==> src/rtl/mtl_slide_ctrl.sv <==
// mtl_slide_ctrl: Avalon-MM slide index controller with hold-off and timed auto-advance
module mtl_slide_ctrl #(
  parameter int NUM_SLIDES     = 16,
  parameter int HOLDOFF_CYCLES = 1024,
  parameter int TICK_DIV       = 50000,
  parameter int IDX_W          = $clog2(NUM_SLIDES)
) (
  input  logic             clk,
  input  logic             reset_n,
  input  logic [1:0]       avs_s0_address,
  input  logic             avs_s0_write,
  input  logic [7:0]       avs_s0_writedata,
  input  logic             avs_s0_read,
  output logic [7:0]       avs_s0_readdata,
  output logic [IDX_W-1:0] slide_idx,
  output logic             slide_change_pulse
);
  localparam int HW = HOLDOFF_CYCLES > 0 ? $clog2(HOLDOFF_CYCLES + 1) : 1;
  localparam int PW = TICK_DIV > 1 ? $clog2(TICK_DIV) : 1;
  localparam logic [IDX_W-1:0] LAST = IDX_W'(NUM_SLIDES - 1);
  localparam logic [HW-1:0] HOLD_LD = HW'(HOLDOFF_CYCLES);
  localparam logic [PW-1:0] PRE_LAST = PW'(TICK_DIV - 1);

  logic [IDX_W-1:0] idx_q, idx_d, idx_next, idx_prev, cmd_idx;
  logic             pulse_q, pulse_d, err_q, err_d;
  logic [7:0]       rdata_q, rdata_d, target_q, target_d, auto_q, auto_d, tick_q, tick_d, status;
  logic [HW-1:0]    hold_q, hold_d;
  logic [PW-1:0]    pre_q, pre_d;
  logic             wr_cmd, wr_target, wr_auto, rd_status, busy, auto_on, tick, auto_hit;
  logic             goto_ok, cmd_bad, accept;

  always_comb begin
    wr_cmd    = avs_s0_write && avs_s0_address == 2'd0 && |avs_s0_writedata[2:0];
    wr_target = avs_s0_write && avs_s0_address == 2'd1;
    wr_auto   = avs_s0_write && avs_s0_address == 2'd3;
    rd_status = avs_s0_read && avs_s0_address == 2'd2;
    busy      = hold_q != '0;
    auto_on   = auto_q != 8'd0;
    tick      = auto_on && pre_q == PRE_LAST;
    auto_hit  = auto_on && tick_q == auto_q;
    goto_ok   = {1'b0, target_q} < 9'(NUM_SLIDES);
    idx_next  = idx_q == LAST ? '0 : idx_q + 1'b1;
    idx_prev  = idx_q == '0 ? LAST : idx_q - 1'b1;
    // GOTO > PREV > NEXT when several command bits are set
    cmd_idx   = avs_s0_writedata[2] ? target_q[IDX_W-1:0] : avs_s0_writedata[1] ? idx_prev : idx_next;
    cmd_bad   = avs_s0_writedata[2] && !goto_ok;
    // a command write suppresses a coincident auto event even if the command is dropped
    accept    = !busy && (wr_cmd ? !cmd_bad : auto_hit);
    idx_d     = accept ? (wr_cmd ? cmd_idx : idx_next) : idx_q;
    pulse_d   = accept;
    hold_d    = accept ? HOLD_LD : busy ? hold_q - 1'b1 : hold_q;
    err_d     = (wr_cmd && cmd_bad && !busy) || (err_q && !rd_status);
    target_d  = wr_target ? avs_s0_writedata : target_q;
    auto_d    = wr_auto ? avs_s0_writedata : auto_q;
    pre_d     = (wr_auto || !auto_on || tick) ? '0 : pre_q + 1'b1;
    tick_d    = (accept || wr_auto || auto_hit) ? 8'd0 : tick ? tick_q + 1'b1 : tick_q;
    status    = {err_q, busy, 6'd0} | 8'(idx_q);
    rdata_d   = !avs_s0_read ? rdata_q :
                avs_s0_address == 2'd0 ? 8'd0 :
                avs_s0_address == 2'd1 ? target_q :
                avs_s0_address == 2'd2 ? status : auto_q;
  end

  always_ff @(posedge clk or negedge reset_n) begin
    if (!reset_n) begin
      idx_q    <= '0;
      pulse_q  <= 1'b0;
      rdata_q  <= 8'd0;
      target_q <= 8'd0;
      auto_q   <= 8'd0;
      err_q    <= 1'b0;
      hold_q   <= '0;
      pre_q    <= '0;
      tick_q   <= 8'd0;
    end else begin
      idx_q    <= idx_d;
      pulse_q  <= pulse_d;
      rdata_q  <= rdata_d;
      target_q <= target_d;
      auto_q   <= auto_d;
      err_q    <= err_d;
      hold_q   <= hold_d;
      pre_q    <= pre_d;
      tick_q   <= tick_d;
    end
  end

  assign avs_s0_readdata    = rdata_q;
  assign slide_idx          = idx_q;
  assign slide_change_pulse = pulse_q;
endmodule

==> config.mk <==
export PLATFORM = sky130hd
export DESIGN_NAME = mtl_slide_ctrl
export DESIGN_NICKNAME = d
export VERILOG_FILES = /design/src/rtl/mtl_slide_ctrl.sv
export SDC_FILE = /design/constraint.sdc
export NUM_CORES = 1
export LEC_CHECK = 0
export ABC_AREA = 0
export BUFFER_PORTS_ARGS = -buffer_cell sky130_fd_sc_hd__buf_2
export CAP_MARGIN = 15
export CORE_MARGIN = 1
export CORE_UTILIZATION = 64
export DETAILED_ROUTE_END_ITERATION = 8
export GPL_TIMING_DRIVEN = 1
export PLACE_DENSITY = 0.84
export SYNTH_ARGS = -nofsm -noshare
export SYNTH_HDL_FRONTEND = slang
export SYNTH_SLANG_ARGS = --single-unit
==> constraint.sdc <==
create_clock -name clk -period 6.2 [get_ports clk]
set_input_delay 1.24 -clock clk [delete_from_list [all_inputs] [get_ports clk]]
set_output_delay 1.24 -clock clk [all_outputs]
set_load 0.01 [all_outputs]
==> run summary, run 1 <==
Pins Over Slew Limit -> 0
Largest net degree at the start of global routing -> 66
Fmax -> 356 MHz
Max-slew headroom -> 0.476
Kind of critical path -> in -> reg
Net count after synthesis -> 347
Post-synth top area share -> 0.490
Power Density -> 277 nW/um^2
Fin crit period -> 2.81 ns
Status -> complete, no violations
Top_reg_cell synth -> dfrtp_1
Slew of the pin with the lowest slew margin -> 0.786 ns
Synth warn -> 0
Pleak -> 1.68 nW
CP Capture Type -> flop
Drt wl/cell -> 16.0 um
First-pass GRT wire length -> 11500 um
GRT overflow -> 0
CTS tree -> done
Die ar. -> 5480 sq um
Cts bufs inserted -> 9
Routed vias/inst -> 6.06
Hold-fix buffers at CTS -> 0
Post-synthesis instance area -> 3320 sq um
Site Rows -> 25
H-tree Lvls -> 3
Post-Route WL -> 6760 um
Synth cell count leaders -> 65 x dfrtp_1, 44 x nor2_1, 19 x nand2_1
Ys async rst share -> 1.00
Initial Util -> 0.685
Setup TNS Final -> 0 ns
CTS root buf -> clkbuf_8
Most area-consuming cells after synthesis -> dfrtp_1 49%, mux2_2 6.1%, nor2_1 5.0%
Inserted Diodes -> 0
Post-synthesis sequential area ratio -> 0.490
Synth Instances -> 327
1st-pass router iterations -> 4
Clk slew on worst S/H paths -> 0.07 ns
# nets final -> 373
Initial antenna violation count -> 0
Total global routing track utilization -> 0.284
Worst vdd ir -> 0.227 mV
Clock Skews -> 0.00670 ns
# resized after CTS -> 0
I/O Buffers -> 26
Fin crit share -> 0.453
Worst-skew pair later-pin latency -> 0.34 ns
Hpwl dp -> 4560 um
Syn-to-layout area delta -> 11.6%
Layout cells sized above 1 -> 0.202
Total setup buffers inserted after CTS -> 0
Biggest area consumer among synthesized cells -> dfrtp_1
Die X -> 74.0 um
Post-synth EDFFs -> 0
Final count of hold timing violations -> 0
Count of cell types in the netlist -> 48
Max Cap Violations -> 0
Worst min path class -> reg -> reg
Fillers -> 325
Final setup viols -> 0
Setup crit start kind -> input port
Arr. time, crit path -> 3.03 ns
RSZ-0062 raised after global routing -> false
Vias in the first global route -> 2353
Post-DRT Antenna Nets -> 0
Die Span Y -> 74.0 um
Starting DRT DRC Count -> 223
Ports -> 27
Layout Utilization -> 0.764
Clock sink total -> 65
Synthesized area per cell -> 10.2 sq um
Gpl congestion -> 0.959
Clock Tree Buf Depth -> 2
Total number of vias -> 2564
Yosys reg bits -> 65
Core area -> 4850 sq um
Worst EP required -> 6.43 ns
Count leader, synth -> dfrtp_1
Crit-path max FO -> 8
DRC violations left -> 0
==> cell families (layout without fill, tap and decap cells) <==
logic type | Yosys count | after routing | share of synthesized area
mux | 21 | 21 | 0.0701
simple gates | 116 | 116 | 0.179
xor+xnor | 35 | 35 | 0.0923
fa+ha+maj | 6 | 6 | 0.0226
buf+inv | 25 | 54 | 0.0313
flops | 65 | 65 | 0.490
compound gates | 59 | 59 | 0.115
==> critical path, cell delays in order <==
cell     delay [ns]
buf_2          0.19
o41ai_1        0.17
or4b_2         0.70
a21oi_2        0.30
nor2_1         0.14
mux2_2         0.29
==> cell usage in the layout, fill, tap and decap left out, types with 4 or more instances in the layout <==
master / count
dfrtp_1: 65
nor2_1: 44
buf_2: 27
nand2_1: 19
xnor2_1: 18
mux2_2: 18
o21ai_0: 17
xor2_1: 17
a21oi_1: 14
inv_1: 12
nand3_1: 11
clkbuf_8: 11
and3_1: 7
nand4_1: 7
a22oi_1: 6
ha_1: 6
nor3_1: 4
a31oi_1: 4
o22ai_1: 4
==> cell type report <==
type                    instances  area (sq um)  area share
clock buffers                  11           151      0.0409
clock inverters                 3          65.1      0.0176
inverters                      12          45.0      0.0122
multi-input cells             237          1590       0.429
flip-flops and latches         65          1630       0.439
well taps                      67          83.8      0.0226
repair buffers                 28           143      0.0385
==> registers in the layout, summed over array words and instances, names as in the netlist, 4 cells and up <==
register,cells
target_q,8
pre_q,16
hold_q,11
avs_s0_readdata,8
slide_idx,4
auto_q,8
tick_q,8
==> layer usage <==
| metal | vias to the layer above | wire, um | global-route usage |
|---|---|---|---|
| met4 | 0 | 128 | 0.126 |
| met3 | 14 | 331 | 0.0447 |
| li1 | 1205 | - | - |
| met2 | 86 | 3200 | 0.426 |
| met5 | - | 0 | 0 |
| met1 | 1259 | 3100 | 0.409 |
==> where the power goes <==
group | switching [mW] | internal [mW] | leakage, nW
Sequential | 0.0398 | 0.465 | 0.826
Combinational | 0.0626 | 0.0603 | 0.741
Clock | 0.154 | 0.243 | 0.111
==> stage by stage <==
stage | cells | worst slack (ns) | total power [mW] | cell area, sq um | hold WS (ns)
after global routing | 423 | 3.29 | 1.07 | 3710 | 0.466
final | 423 | 3.39 | 1.02 | 3710 | 0.459
after detailed placement | 408 | 2.62 | 0.634 | 3480 | 0.452
after floorplan | 327 | 3.32 | 0.589 | 3320 | 0.422
after CTS | 422 | 2.98 | 1.03 | 3700 | 0.462
after global placement | 408 | 2.75 | 0.628 | 3480 | 0.444
==> worst paths after layout <==
check | slack [ns] | startpoint | depth (start not counted) | endpoint
worst max-delay path | 3.39 | avs_s0_writedata[2] | 6 | slide_idx[1]$_DFFE_PN0N_
worst min-delay path | 0.46 | pre_q[0]$_DFF_PN0_ | 1 | pre_q[0]$_DFF_PN0_
worst max register to register | 3.78 | pre_q[11]$_DFF_PN0_ | 6 | tick_q[4]$_DFFE_PN0P_
worst min register to register | 0.46 | pre_q[0]$_DFF_PN0_ | 1 | pre_q[0]$_DFF_PN0_
max in group asynchronous | 4.62 | reset_n | 2 | tick_q[4]$_DFFE_PN0P_
min in group asynchronous | 1.05 | reset_n | 2 | hold_q[5]$_DFFE_PN0P_
No activity file was read; power rests on OpenSTA's default activity.
==> inputs of run 2 (changes only) <==
--- a/config.mk
+++ b/config.mk
@@ -9,10 +9,10 @@
 export BUFFER_PORTS_ARGS = -buffer_cell sky130_fd_sc_hd__buf_2
 export CAP_MARGIN = 15
 export CORE_MARGIN = 1
-export CORE_UTILIZATION = 64
+export CORE_UTILIZATION = 59
 export DETAILED_ROUTE_END_ITERATION = 8
 export GPL_TIMING_DRIVEN = 1
-export PLACE_DENSITY = 0.84
+export PLACE_DENSITY = 0.79
 export SYNTH_ARGS = -nofsm -noshare
 export SYNTH_HDL_FRONTEND = slang
 export SYNTH_SLANG_ARGS = --single-unit
==> constraint.sdc (replaced) <==
create_clock -name clk -period 2.9 [get_ports clk]
set_input_delay 0.58 -clock clk [delete_from_list [all_inputs] [get_ports clk]]
set_output_delay 0.58 -clock clk [all_outputs]
set_load 0.01 [all_outputs]
==> run summary, run 2 (synthesis gave the netlist of run 1 again) <==
Worst EP required -> 3.13 ns (-3.30 ns)
RSZ-0062 raised after global routing -> false
Post-Route WL -> 6930 um (+2.5%)
Core area -> 5270 sq um (+8.7%)
Setup TNS Final -> 0 ns (unchanged)
Commonest non-fill, non-tap cell in the layout -> dfrtp_1
Hpwl dp -> 4820 um (+5.7%)
Hold-fix buffers at CTS -> 0 (unchanged)
H-tree Lvls -> 3 (unchanged)
Clk pwr share -> 0.333 (-0.055)
Largest net degree at the start of global routing -> 33 (-50%)
Clk slew on worst S/H paths -> 0.07 ns (about the same)
CTS tree -> done
Arr. time, crit path -> 2.57 ns (-0.46 ns)
Setup crit start kind -> flop
CTS root buf -> clkbuf_8
Worst-skew pair later-pin latency -> 0.35 ns (about the same)
Initial antenna violation count -> 0 (unchanged)
Pins Over Slew Limit -> 0 (unchanged)
Syn-to-layout area delta -> 10.6%
Vias in the first global route -> 2531 (+7.6%)
Top flop regs -> pre_q: 16 flops, hold_q: 11 flops
Max Cap Violations -> 0 (unchanged)
DRC violations left -> 0 (unchanged)
Fin crit period -> 2.34 ns
Gpl congestion -> 0.862 (-10%)
Hold WS -> 0.101 ns (-0.358 ns)
Worst vdd ir -> 0.488 mV (+110%)
Total number of vias -> 2538 (-1.0%)
Die Span Y -> 77.0 um (+4.0%)
1st-pass router iterations -> 4 (unchanged)
Fillers -> 434 (+34%)
Fin crit share -> 0.808
# nets final -> 374 (+0.27%)
Starting DRT DRC Count -> 109 (-51%)
Kind of critical path -> reg -> reg
Most frequent cells in the layout -> 65 x dfrtp_1, 44 x nor2_1, 26 x buf_2
Total power -> 2.02 mW (+97%)
Inserted Diodes -> 0 (unchanged)
Pleak -> 1.65 nW (-2.0%)
Total setup buffers inserted after CTS -> 0 (unchanged)
Clock Skews -> 0.0111 ns (+0.00439 ns)
Layout cells sized above 1 -> 0.209 (+0.00667)
Site Rows -> 26 (+4.0%)
# resized after CTS -> 0 (unchanged)
Die X -> 77.0 um (+4.0%)
Internal -> 1.43 mW (+86%)
Fmax -> 427 MHz
Max reg flops -> 16 (unchanged)
Drt wl/cell -> 16.1 um (+1.1%)
Reg2reg start -> pre_q[10]$_DFF_PN0_
Net Sw Frac -> 0.291 (+0.0409)
GRT overflow -> 0 (unchanged)
Critical path startpoint -> pre_q[10]$_DFF_PN0_
Largest Register -> pre_q
Total global routing track utilization -> 0.265 (-0.0184)
Post-placement cell count -> 413 (+1.2%)
Power Density -> 548 nW/um^2 (+98%)
Finished Layout Cells -> 429 (+1.4%)
Worst min path class -> in -> async
Die ar. -> 5930 sq um (+8.2%)
Post-DRT Antenna Nets -> 0 (unchanged)
Comb pwr share -> 0.132 (+0.012)
Ports -> 27 (unchanged)
CP Capture Type -> flop
First-pass GRT wire length -> 12000 um (+4.5%)
Slew of the pin with the lowest slew margin -> 0.540 ns (-0.246 ns)
Clock Tree Buf Depth -> 2 (unchanged)
Max-slew headroom -> 0.635 (+0.159)
Cts bufs inserted -> 9 (unchanged)
Status -> complete, no violations
I/O Buffers -> 26 (unchanged)
Psw -> 0.587 mW (+130%)
Clock sink total -> 65 (unchanged)
Crit-path max FO -> 9 (+1)
Final setup viols -> 0 (unchanged)
Final count of hold timing violations -> 0 (unchanged)
Routed vias/inst -> 5.92 (-2.4%)
Initial Util -> 0.630 (-0.0548)
Register share of total power -> 0.535 (+0.042)
-- run 2: routing by layer --
layer / routed length, um / vias up / global-route usage
met3: 416 / 23 / 0.0690
li1: - / 1211 / -
met2: 3290 / 79 / 0.435
met4: 191 / 0 / 0.130
met5: 0 / - / 0
met1: 3030 / 1225 / 0.326
-- run 2: through the flow --
stage	utilization	setup WS [ns]	instance area, sq um
after floorplan	-	0.678	3320
after global placement	0.665	0.549	3500
after detailed placement	0.665	0.462	3500
after CTS	0.697	0.549	3670
after global routing	0.697	0.406	3670
final	0.697	0.558	3670
-- run 2: power by group through the flow --
stage          logic, mW  registers, mW  clock network [mW]
2_1_floorplan      0.185           1.07                   0
3_3_place_gp       0.257           1.09                   0
3_5_place_dp       0.265           1.09                   0
4_1_cts            0.268           1.08               0.689
5_1_grt            0.298           1.09               0.723
6_report           0.265           1.08               0.671
-- run 2: path summary, 6_finish.rpt --
kind / endpoint / cells past startpoint / slack, ns
worst min-delay path: hold_q[8]$_DFFE_PN0P_ / 1 / 0.10
worst max-delay path: tick_q[6]$_DFFE_PN0P_ / 6 / 0.56
max in group asynchronous: tick_q[5]$_DFFE_PN0P_ / 2 / 2.10
worst min register to register: pre_q[0]$_DFF_PN0_ / 1 / 0.46
min in group clk: pre_q[0]$_DFF_PN0_ / 1 / 0.46
worst max register to register: tick_q[6]$_DFFE_PN0P_ / 6 / 0.56
-- run 2: area by class of cell --
| class | count | area (sq um) | area share |
|---|---|---|---|
| tap | 70 | 87.6 | 0.0238 |
| timing repair buffer | 29 | 153 | 0.0415 |
| multi-input combinational | 237 | 1590 | 0.433 |
| inverter | 12 | 45.0 | 0.0123 |
| clock inverter | 7 | 47.5 | 0.0129 |
| sequential | 65 | 1630 | 0.443 |
| clock buffer | 9 | 124 | 0.0337 |
-- run 2: critical path, cell delays in order, from the launching register on --
cell and delay [ns]:
dfrtp_1 0.40, or4b_1 0.54, or4_4 0.51, nor3_4 0.38, nand3_1 0.15, xor2_1 0.18, nor2_1 0.06
